$ cat config.mk
export PLATFORM = sky130hd
export DESIGN_NAME = ddr3_read_arbiter
export DESIGN_NICKNAME = d
export VERILOG_FILES = /design/src/rtl/ddr3_read_arbiter.sv
export SDC_FILE = /design/constraint.sdc
export NUM_CORES = 1
export LEC_CHECK = 0
export ABC_AREA = 1
export ABC_CLOCK_PERIOD_IN_PS = 5750
export CORE_AREA = 2 2 337 339
export DETAILED_ROUTE_END_ITERATION = 6
export DIE_AREA = 0 0 339 341
export MAX_ROUTING_LAYER = met4
export SETUP_SLACK_MARGIN = 0.02
export SLEW_MARGIN = 15
export SYNTH_ARGS = -nofsm -noshare
export SYNTH_HDL_FRONTEND = slang
export SYNTH_SLANG_ARGS = --single-unit
export TNS_END_PERCENT = 100
$ cat constraint.sdc
create_clock -name clk_i -period 5.75 [get_ports clk_i]
set_clock_uncertainty 0.05 [all_clocks]
set_input_delay 0.575 -clock clk_i [delete_from_list [all_inputs] [get_ports clk_i]]
set_output_delay 0.575 -clock clk_i [all_outputs]
set_load 0.02 [all_outputs]
$ cat src/rtl/ddr3_read_arbiter.sv
// Purpose : round-robin share of one DDR3 read port between two address requesters,
//           with an in-order owner tag FIFO that steers returned read data back.
// Latency : address path combinational in a grant state (1-cycle idle bubble per grant);
//           read data reaches the owner's rsp port 1 cycle after the DDR3 beat.
// Backpressure: requester ready follows mem_addr_ready_i; issue stalls (grant held) while
//           MAX_OUTSTANDING reads are in flight. Read data has no backpressure.
// Ports   : clk_i, reset_n_i (async active-low); req{0,1}_addr_{data,valid}_i / _ready_o;
//           mem_addr_{data,valid}_o / mem_addr_ready_i; mem_rdata{,_valid}_i;
//           rsp{0,1}_{data,valid}_o; outstanding_o; rsp_err_o (sticky).
module ddr3_read_arbiter #(
  parameter int ADDR_W          = 29,
  parameter int DATA_W          = 256,
  parameter int BURST_LEN       = 3,
  parameter int MAX_OUTSTANDING = 16,
  localparam int CNT_W          = $clog2(MAX_OUTSTANDING) + 1
) (
  input  logic              clk_i,
  input  logic              reset_n_i,
  input  logic [ADDR_W-1:0] req0_addr_data_i,
  input  logic              req0_addr_valid_i,
  output logic              req0_addr_ready_o,
  input  logic [ADDR_W-1:0] req1_addr_data_i,
  input  logic              req1_addr_valid_i,
  output logic              req1_addr_ready_o,
  output logic [ADDR_W-1:0] mem_addr_data_o,
  output logic              mem_addr_valid_o,
  input  logic              mem_addr_ready_i,
  input  logic [DATA_W-1:0] mem_rdata_i,
  input  logic              mem_rdata_valid_i,
  output logic [DATA_W-1:0] rsp0_data_o,
  output logic              rsp0_valid_o,
  output logic [DATA_W-1:0] rsp1_data_o,
  output logic              rsp1_valid_o,
  output logic [CNT_W-1:0]  outstanding_o,
  output logic              rsp_err_o
);

  localparam int PTR_W  = $clog2(MAX_OUTSTANDING);
  localparam int BEAT_W = $clog2(BURST_LEN) + 1;
  localparam logic [BEAT_W-1:0] BEAT_LAST = BEAT_W'(BURST_LEN - 1);
  localparam logic [CNT_W-1:0]  CNT_FULL  = CNT_W'(MAX_OUTSTANDING);

  typedef enum logic [1:0] {
    ST_IDLE   = 2'd0,
    ST_GRANT0 = 2'd1,
    ST_GRANT1 = 2'd2
  } state_e;

  state_e                     state_q;
  logic                       last_grant_q;
  logic [BEAT_W-1:0]          beat_cnt_q;
  logic [MAX_OUTSTANDING-1:0] tag_q;
  logic [PTR_W-1:0]           wr_ptr_q;
  logic [PTR_W-1:0]           rd_ptr_q;
  logic [CNT_W-1:0]           cnt_q;
  logic [CNT_W-1:0]           cnt_d;
  logic                       rsp0_valid_q;
  logic                       rsp1_valid_q;
  logic [DATA_W-1:0]          rsp0_data_q;
  logic [DATA_W-1:0]          rsp1_data_q;
  logic                       rsp_err_q;

  logic grant0;
  logic grant1;
  logic owner_valid;
  logic tag_full;
  logic accept;
  logic pop;
  logic head_tag;

  // Full is taken from the registered count, so a pop in the same cycle
  // only unblocks issue on the following cycle.
  assign tag_full    = (cnt_q == CNT_FULL);
  assign grant0      = (state_q == ST_GRANT0);
  assign grant1      = (state_q == ST_GRANT1);
  assign owner_valid = grant1 ? req1_addr_valid_i : req0_addr_valid_i;

  assign mem_addr_data_o   = grant1 ? req1_addr_data_i : req0_addr_data_i;
  assign mem_addr_valid_o  = (grant0 | grant1) & owner_valid & ~tag_full;
  assign req0_addr_ready_o = grant0 & mem_addr_ready_i & ~tag_full;
  assign req1_addr_ready_o = grant1 & mem_addr_ready_i & ~tag_full;

  assign accept   = mem_addr_valid_o & mem_addr_ready_i;
  assign head_tag = tag_q[rd_ptr_q];
  // A beat with nothing logged is not popped; it only raises the error flag.
  assign pop      = mem_rdata_valid_i & (cnt_q != '0);

  always_comb begin
    cnt_d = cnt_q;
    if (accept && !pop) begin
      cnt_d = cnt_q + CNT_W'(1);
    end else if (pop && !accept) begin
      cnt_d = cnt_q - CNT_W'(1);
    end
  end

  // Grant FSM. The grant lasts for up to BURST_LEN accepts so consecutive
  // addresses of one requester stay contiguous at the DDR3 port; it is
  // released as soon as the owner drops valid.
  always_ff @(posedge clk_i or negedge reset_n_i) begin
    if (!reset_n_i) begin
      state_q      <= ST_IDLE;
      last_grant_q <= 1'b1;
      beat_cnt_q   <= '0;
    end else begin
      case (state_q)
        ST_IDLE: begin
          if (req0_addr_valid_i && (!req1_addr_valid_i || last_grant_q)) begin
            state_q <= ST_GRANT0;
          end else if (req1_addr_valid_i) begin
            state_q <= ST_GRANT1;
          end
        end
        ST_GRANT0, ST_GRANT1: begin
          if (!owner_valid || (accept && (beat_cnt_q == BEAT_LAST))) begin
            state_q      <= ST_IDLE;
            last_grant_q <= grant1;
            beat_cnt_q   <= '0;
          end else if (accept) begin
            beat_cnt_q <= beat_cnt_q + BEAT_W'(1);
          end
        end
        default: begin
          state_q    <= ST_IDLE;
          beat_cnt_q <= '0;
        end
      endcase
    end
  end

  // Owner tag FIFO: one bit per read in flight, 1 = requester 1.
  always_ff @(posedge clk_i or negedge reset_n_i) begin
    if (!reset_n_i) begin
      tag_q    <= '0;
      wr_ptr_q <= '0;
      rd_ptr_q <= '0;
      cnt_q    <= '0;
    end else begin
      if (accept) begin
        tag_q[wr_ptr_q] <= grant1;
        wr_ptr_q        <= wr_ptr_q + PTR_W'(1);
      end
      if (pop) begin
        rd_ptr_q <= rd_ptr_q + PTR_W'(1);
      end
      cnt_q <= cnt_d;
    end
  end

  // Registered response steering; data registers hold their last value.
  always_ff @(posedge clk_i or negedge reset_n_i) begin
    if (!reset_n_i) begin
      rsp0_valid_q <= 1'b0;
      rsp1_valid_q <= 1'b0;
      rsp0_data_q  <= '0;
      rsp1_data_q  <= '0;
      rsp_err_q    <= 1'b0;
    end else begin
      rsp0_valid_q <= pop & ~head_tag;
      rsp1_valid_q <= pop & head_tag;
      if (pop && !head_tag) begin
        rsp0_data_q <= mem_rdata_i;
      end
      if (pop && head_tag) begin
        rsp1_data_q <= mem_rdata_i;
      end
      if (mem_rdata_valid_i && !pop) begin
        rsp_err_q <= 1'b1;
      end
    end
  end

  assign rsp0_valid_o  = rsp0_valid_q;
  assign rsp1_valid_o  = rsp1_valid_q;
  assign rsp0_data_o   = rsp0_data_q;
  assign rsp1_data_o   = rsp1_data_q;
  assign outstanding_o = cnt_q;
  assign rsp_err_o     = rsp_err_q;

endmodule

**Word level (Yosys, flattened, before mapping)**

Cells that the tools add are included.

- Register bits: 550
- Output and inout bits: 552

- Add/sub/neg operators: 5
- Magnitude comparators: 3
- Eq/ne operators: 7
- Muxes and demuxes: 16
- Bitwise operators: 14
- Reduce and logical (&&, ||, !) cells: 22

Operators by type and width:

| cell | count |
|---|---|
| $mux W29 | 1 |
| $bwmux W16 | 1 |
| $and A1 B1 Y1 | 10 |
| $lt A4 B5 Y1 const B | 2 |
| $mux W5 | 2 |
| $add A4 B1 Y4 const B | 2 |
| $logic_and A1 B1 Y1 | 8 |
| $mux W2 | 3 |
| $mux W3 | 2 |
| $ne A3 B3 Y1 const B | 2 |
| $pmux W3 S2 | 1 |
| $reduce_and A2 Y1 | 3 |
| $add A5 B1 Y5 const B | 1 |
| $eq A5 B5 Y1 const B | 1 |
| $logic_not A1 Y1 | 5 |
| $reduce_bool A5 Y1 | 1 |
| $sub A5 B1 Y5 const B | 1 |
| $bmux W1 S4 | 1 |
| $demux W1 S4 | 1 |
| $ge A4 B1 Y1 const B | 1 |
| $pmux W2 S2 | 1 |
| $add A3 B1 Y3 const B | 1 |
| $eq A3 B2 Y1 const B | 1 |
| $mux W1 | 3 |
| other kinds (9) | 12 |

**Longest topological paths before layout**

- Word-level depth: 9
- Depth in mapped cells: 18
- Gate-level depth less buffers: 18

**Worst setup path before layout**

Ideal clock, no wire load.

- Path kind: register to register
- Start point: register state_q[0]
- End point: register cnt_q[3] (netlist: outstanding_o[3])
- Setup time: 0.127 ns
- Arrival: 2.683 ns
- Path slack: 2.890 ns
- Stages on the path, launching flop included: 19
- Path buffers: 0
- Path through: dfrtp_1 -> inv_1 -> ha_1 -> nand2_1 -> o21ai_1 -> nand2_1 -> nor2_2 -> nand2_2 -> clkinv_1 -> ha_1 -> inv_1 -> ha_1 -> nand2_1 -> inv_1 -> o21ai_0 -> nand2_1 -> or2_2 -> nand3_1 -> o21ai_0

- Longest elaborated chain between the ends: 8
- Elaborated cells between the ends (all ways): 12

RTL lines:

| item | line | RTL |
|---|---|---|
| start, declared | 49 | `state_e state_q;` |
| start signal, assigned | 102 | `state_q <= ST_IDLE;` |
| start signal, assigned | 109 | `state_q <= ST_GRANT0;` |
| start signal, assigned | 111 | `state_q <= ST_GRANT1;` |
| $eq A2 B2 Y1 (*) | 75 | `assign grant1 = (state_q == ST_GRANT1);` |
| net grant1 | 64 | `logic grant1;` |
| $or A1 B1 Y1 / $mux W1 (equally long branches) | 79, 76 |  |
| $and A1 B1 Y1 (*) (2 in a row) | 79 | `assign mem_addr_valid_o = (grant0 \| grant1) & owner_valid & ~tag_full;` |
| net mem_addr_valid_o | 26 | `output logic mem_addr_valid_o,` |
| $and A1 B1 Y1 (*) | 83 | `assign accept = mem_addr_valid_o & mem_addr_ready_i;` |
| net accept | 67 | `logic accept;` |
| $logic_not A1 Y1 | 92 | `end else if (pop && !accept) begin` |
| $logic_and A1 B1 Y1 | 92 |  |
| $reduce_bool A2 Y1 (no line) | - |  |
| end signal, assigned | 146 | `cnt_q <= cnt_d;` |
| end, declared | 55 | `logic [CNT_W-1:0] cnt_q;` |

The timed path passes the listed nets; every way through them passes the cells marked *.
A chain may end at the register's enable or synchronous reset.

**Worst setup path in the final report**

- Start point: register state_q[0]
- End point: output port mem_addr_data_o[22]

- Longest elaborated chain between the ends: 2

RTL lines:

| item | line | RTL |
|---|---|---|
| $eq A2 B2 Y1 | 75 |  |
| net grant1 | 64 |  |
| $mux W29 | 78 | `assign mem_addr_data_o = grant1 ? req1_addr_data_i : req0_addr_data_i;` |
| end, declared | 25 | `output logic [ADDR_W-1:0] mem_addr_data_o,` |

The timed path passes the listed nets, and every way through them passes these cells.

==> results.tsv <==
stage	metric	value	unit
run_status	status	finished, final reports clean	
floorplan	Die Area	0.1156	mm2
detailed_routing	DR vias	21430	
floorplan	I/O pin cnt	872	
global_routing	largest net degree at the start of global routing	181	
power_and_ir_drop	Worst VDD drop	0.5765	mV
floorplan	num rows	123	
detailed_routing	Initial DRC Count	1250	
sta	Setup violations, final	0	
detailed_routing	WL final	91990	um
worst_setup_path	Worst Setup Start Kind	register	
yosys	Post-Syn Instances	2573	
detailed_routing	DR WL/cell	18.80	um
sta	worst-margin pin slew	1.297	ns
cts	CTS clk-pin slew, worst paths	0.05	ns
sta	post-route minimum period	3.629	ns
yosys	Synth Area per Inst	9.063	um2
floorplan	Die Y	341	um
cells_and_area	most frequent cells in the layout	nand2_1, clkdlybuf4s50_1, dfrtp_1	
detailed_routing	vias per inst	4.378	
worst_hold_path	hold depth	2	
sta	Max Fclk	275.6	MHz
cells_and_area	layout net count	3670	
placed_design	routability cong.	0.8557	
cts	Post-CTS Repair Setup Buffers	0	
yosys	YS warnings	0	
sta	fin. max-slew vios	0	
cts	Worst-Skew Late Latency	0.63	ns
detailed_routing	DRC	0	
worst_setup_path	worst path required time	5.12	ns
floorplan	Die Wd	339	um
cells_and_area	share of cells above drive strength 1	5.078	%
power_and_ir_drop	Power, Total	23.92	mW
placed_design	DP HPWL	61480	um
global_routing	Total Routing Usage GR	15.86	%
cts	CTS tree	done	
global_routing	first-pass GRT wire length	138300	um
worst_setup_path	R2R Path End	rsp1_data_o[120]	
detailed_routing	first drt pass iteration count	5	
power_and_ir_drop	leakage	16.59	nW
floorplan	Initial Utilization	20.84	%
yosys	sequential-to-total area share from yosys stat	59.03	%
cts	total CTS buffers	69	
cts	clock root buffer	clkbuf_16	
placed_design	Port Buffers	871	
power_and_ir_drop	PD cells	676.2	mW/mm2
worst_setup_path	CP Capture Type	primary output	
sta	period utilization	63.11	%
cts	clock sink count	550	
cts	H-tree depth	3	
worst_setup_path	R2R setup slack	2.29	ns
yosys	post-synthesis sequential element count	550	
worst_setup_path	CP max FO	33	
cts	worst-case clock buffer depth	3	
job	number of max-cap violations	0	
cells_and_area	area added between synthesis and finish	51.70	%
yosys	Cell variety after synth	34	
global_routing	vias in the first global route	21510	
worst_hold_path	WHS Endpoint	rsp0_data_o[84]	
worst_hold_path	worst hold path startpoint	rsp0_data_o[84]	
worst_hold_path	Hold Crit Class	reg2reg	
sta	Final Hold Fails	0	
yosys	Post-Syn Nets	2908	
worst_setup_path	Arr. time, crit path	3.00	ns
global_routing	grt total ovfl	0	
worst_setup_path	FF-to-FF Start	rd_ptr_q[0]	
yosys	Synth Cell Area	0.02332	mm2
detailed_routing	ANT nets after route	0	
cells_and_area	most common cell after layout, fill and taps aside	nand2_1	
floorplan	Core Region	0.1119	mm2
global_routing	initial antenna violation count	8	
sta	TNS Setup	0	ns
sta	RSZ-0062 raised after global routing	false	
sta	max_slew headroom	13.52	%
worst_setup_path	Worst R2R Path Depth	10	
worst_setup_path	critical path class	reg2out	
critical path, cell delays in order (launching register included):
cell             delay (ns)
dfrtp_1                0.39
inv_1                  0.09
ha_2                   0.43
buf_4                  0.46
mux2_2                 0.42
clkdlybuf4s50_1        0.57
per-layer routing:
layer | vias up | global-route usage (%) | routed length [um]
li1 | 10020 | - | -
met1 | 10410 | 19.23 | 37660
met2 | 832 | 24.42 | 43580
met3 | 169 | 4.696 | 7438
met4 | 0 | 6.917 | 3308
met5 | - | - | 0
logic make-up (layout without fill, tap and decap cells):
family	after synthesis	after routing	share of synthesized area [%]
compound gates	18	18	0.4131
xor+xnor	10	10	0.3756
fa+ha+maj	15	15	0.8371
buf+inv	255	1069	6.047
flops	550	550	59.03
mux	29	29	1.400
other cells	0	7	0
simple gates	1696	1696	31.90
metrics by stage:
stage	setup slack [ns]	std cells	util (%)	hold slack [ns]	cell area, um2
finish	2.121	4894	31.62	0.4158	35370
CTS	2.026	4887	31.60	0.3967	35360
floorplan	2.890	2573	-	0.2294	23320
global route	1.967	4894	31.62	0.4335	35370
global placement	2.336	4763	29.56	0.4026	33080
detailed placement	2.334	4763	29.56	0.4070	33080
Yosys cell counts:
cell type | number | area (um2)
a21oi_1 | 2 | 10.01
a31oi_1 | 1 | 6.260
buf_1 | 3 | 11.26
buf_2 | 120 | 600.6
buf_4 | 34 | 255.2
buf_6 | 23 | 259.0
clkbuf_1 | 23 | 86.33
clkinv_1 | 1 | 3.750
dfrtp_1 | 549 | 13740
dfstp_2 | 1 | 26.28
fa_1 | 1 | 20.02
ha_1 | 14 | 175.2
inv_1 | 48 | 180.2
inv_2 | 2 | 7.510
inv_4 | 1 | 6.260
mux2_2 | 29 | 326.6
nand2_1 | 1123 | 4215
nand2_2 | 1 | 6.260
nand2_4 | 2 | 22.52
nand3_1 | 288 | 1441
nand3_2 | 2 | 20.02
nand3_4 | 1 | 17.52
nand3b_1 | 1 | 7.510
nand4_1 | 259 | 1620
nor2_1 | 11 | 41.29
nor2_2 | 4 | 25.02
nor3_1 | 3 | 15.01
o21ai_0 | 11 | 55.05
o21ai_1 | 1 | 5.000
o21bai_1 | 1 | 7.510
o22ai_1 | 2 | 12.51
or2_2 | 1 | 6.260
xnor2_1 | 2 | 17.52
xor2_1 | 8 | 70.07
area by class of cell:
cell class	count	area (um2)
well taps	1500	1877
clock buffers	99	1949
diodes	7	17.52
clock inverters	24	320.3
repair buffers	894	9061
inverters	52	205.2
fillers	11590	76510
multi-input cells	1768	8179
flip-flops and latches	550	13760
sequential cells by signal, summed over array words and instances, names as in the netlist:
signal,count
beat_cnt_q,3
last_grant_q,1
outstanding_o,5
rd_ptr_q,4
rsp0_data_o,256
rsp0_valid_o,1
rsp1_data_o,256
rsp1_valid_o,1
rsp_err_o,1
state_q,2
tag_q,16
wr_ptr_q,4
power by group:
part | internal [mW] | switching (mW) | total [mW]
Sequential | 5.76 | 1.06 | 6.82
Combinational | 4.82 | 7.89 | 12.7
Clock | 2.60 | 1.79 | 4.40
Total | 13.2 | 10.7 | 23.9
worst max path at each step:
stage,from,to,depth (start not counted)
final,state_q[0],mem_addr_data_o[22],5
after floorplan,state_q[0],outstanding_o[3],18
after CTS,state_q[0],mem_addr_data_o[25],5
after global placement,mem_rdata_valid_i,rsp0_data_o[94],7
after global routing,state_q[0],mem_addr_data_o[25],5
after detailed placement,mem_rdata_valid_i,rsp0_data_o[74],7
repair_timing:
action / 4_1_cts / 5_1_grt
gates resized for setup: 0 / 0
hold buffers: 1 / 0
hold endpoints to repair: 94 / 0
Power figures use the tool's default switching activity.
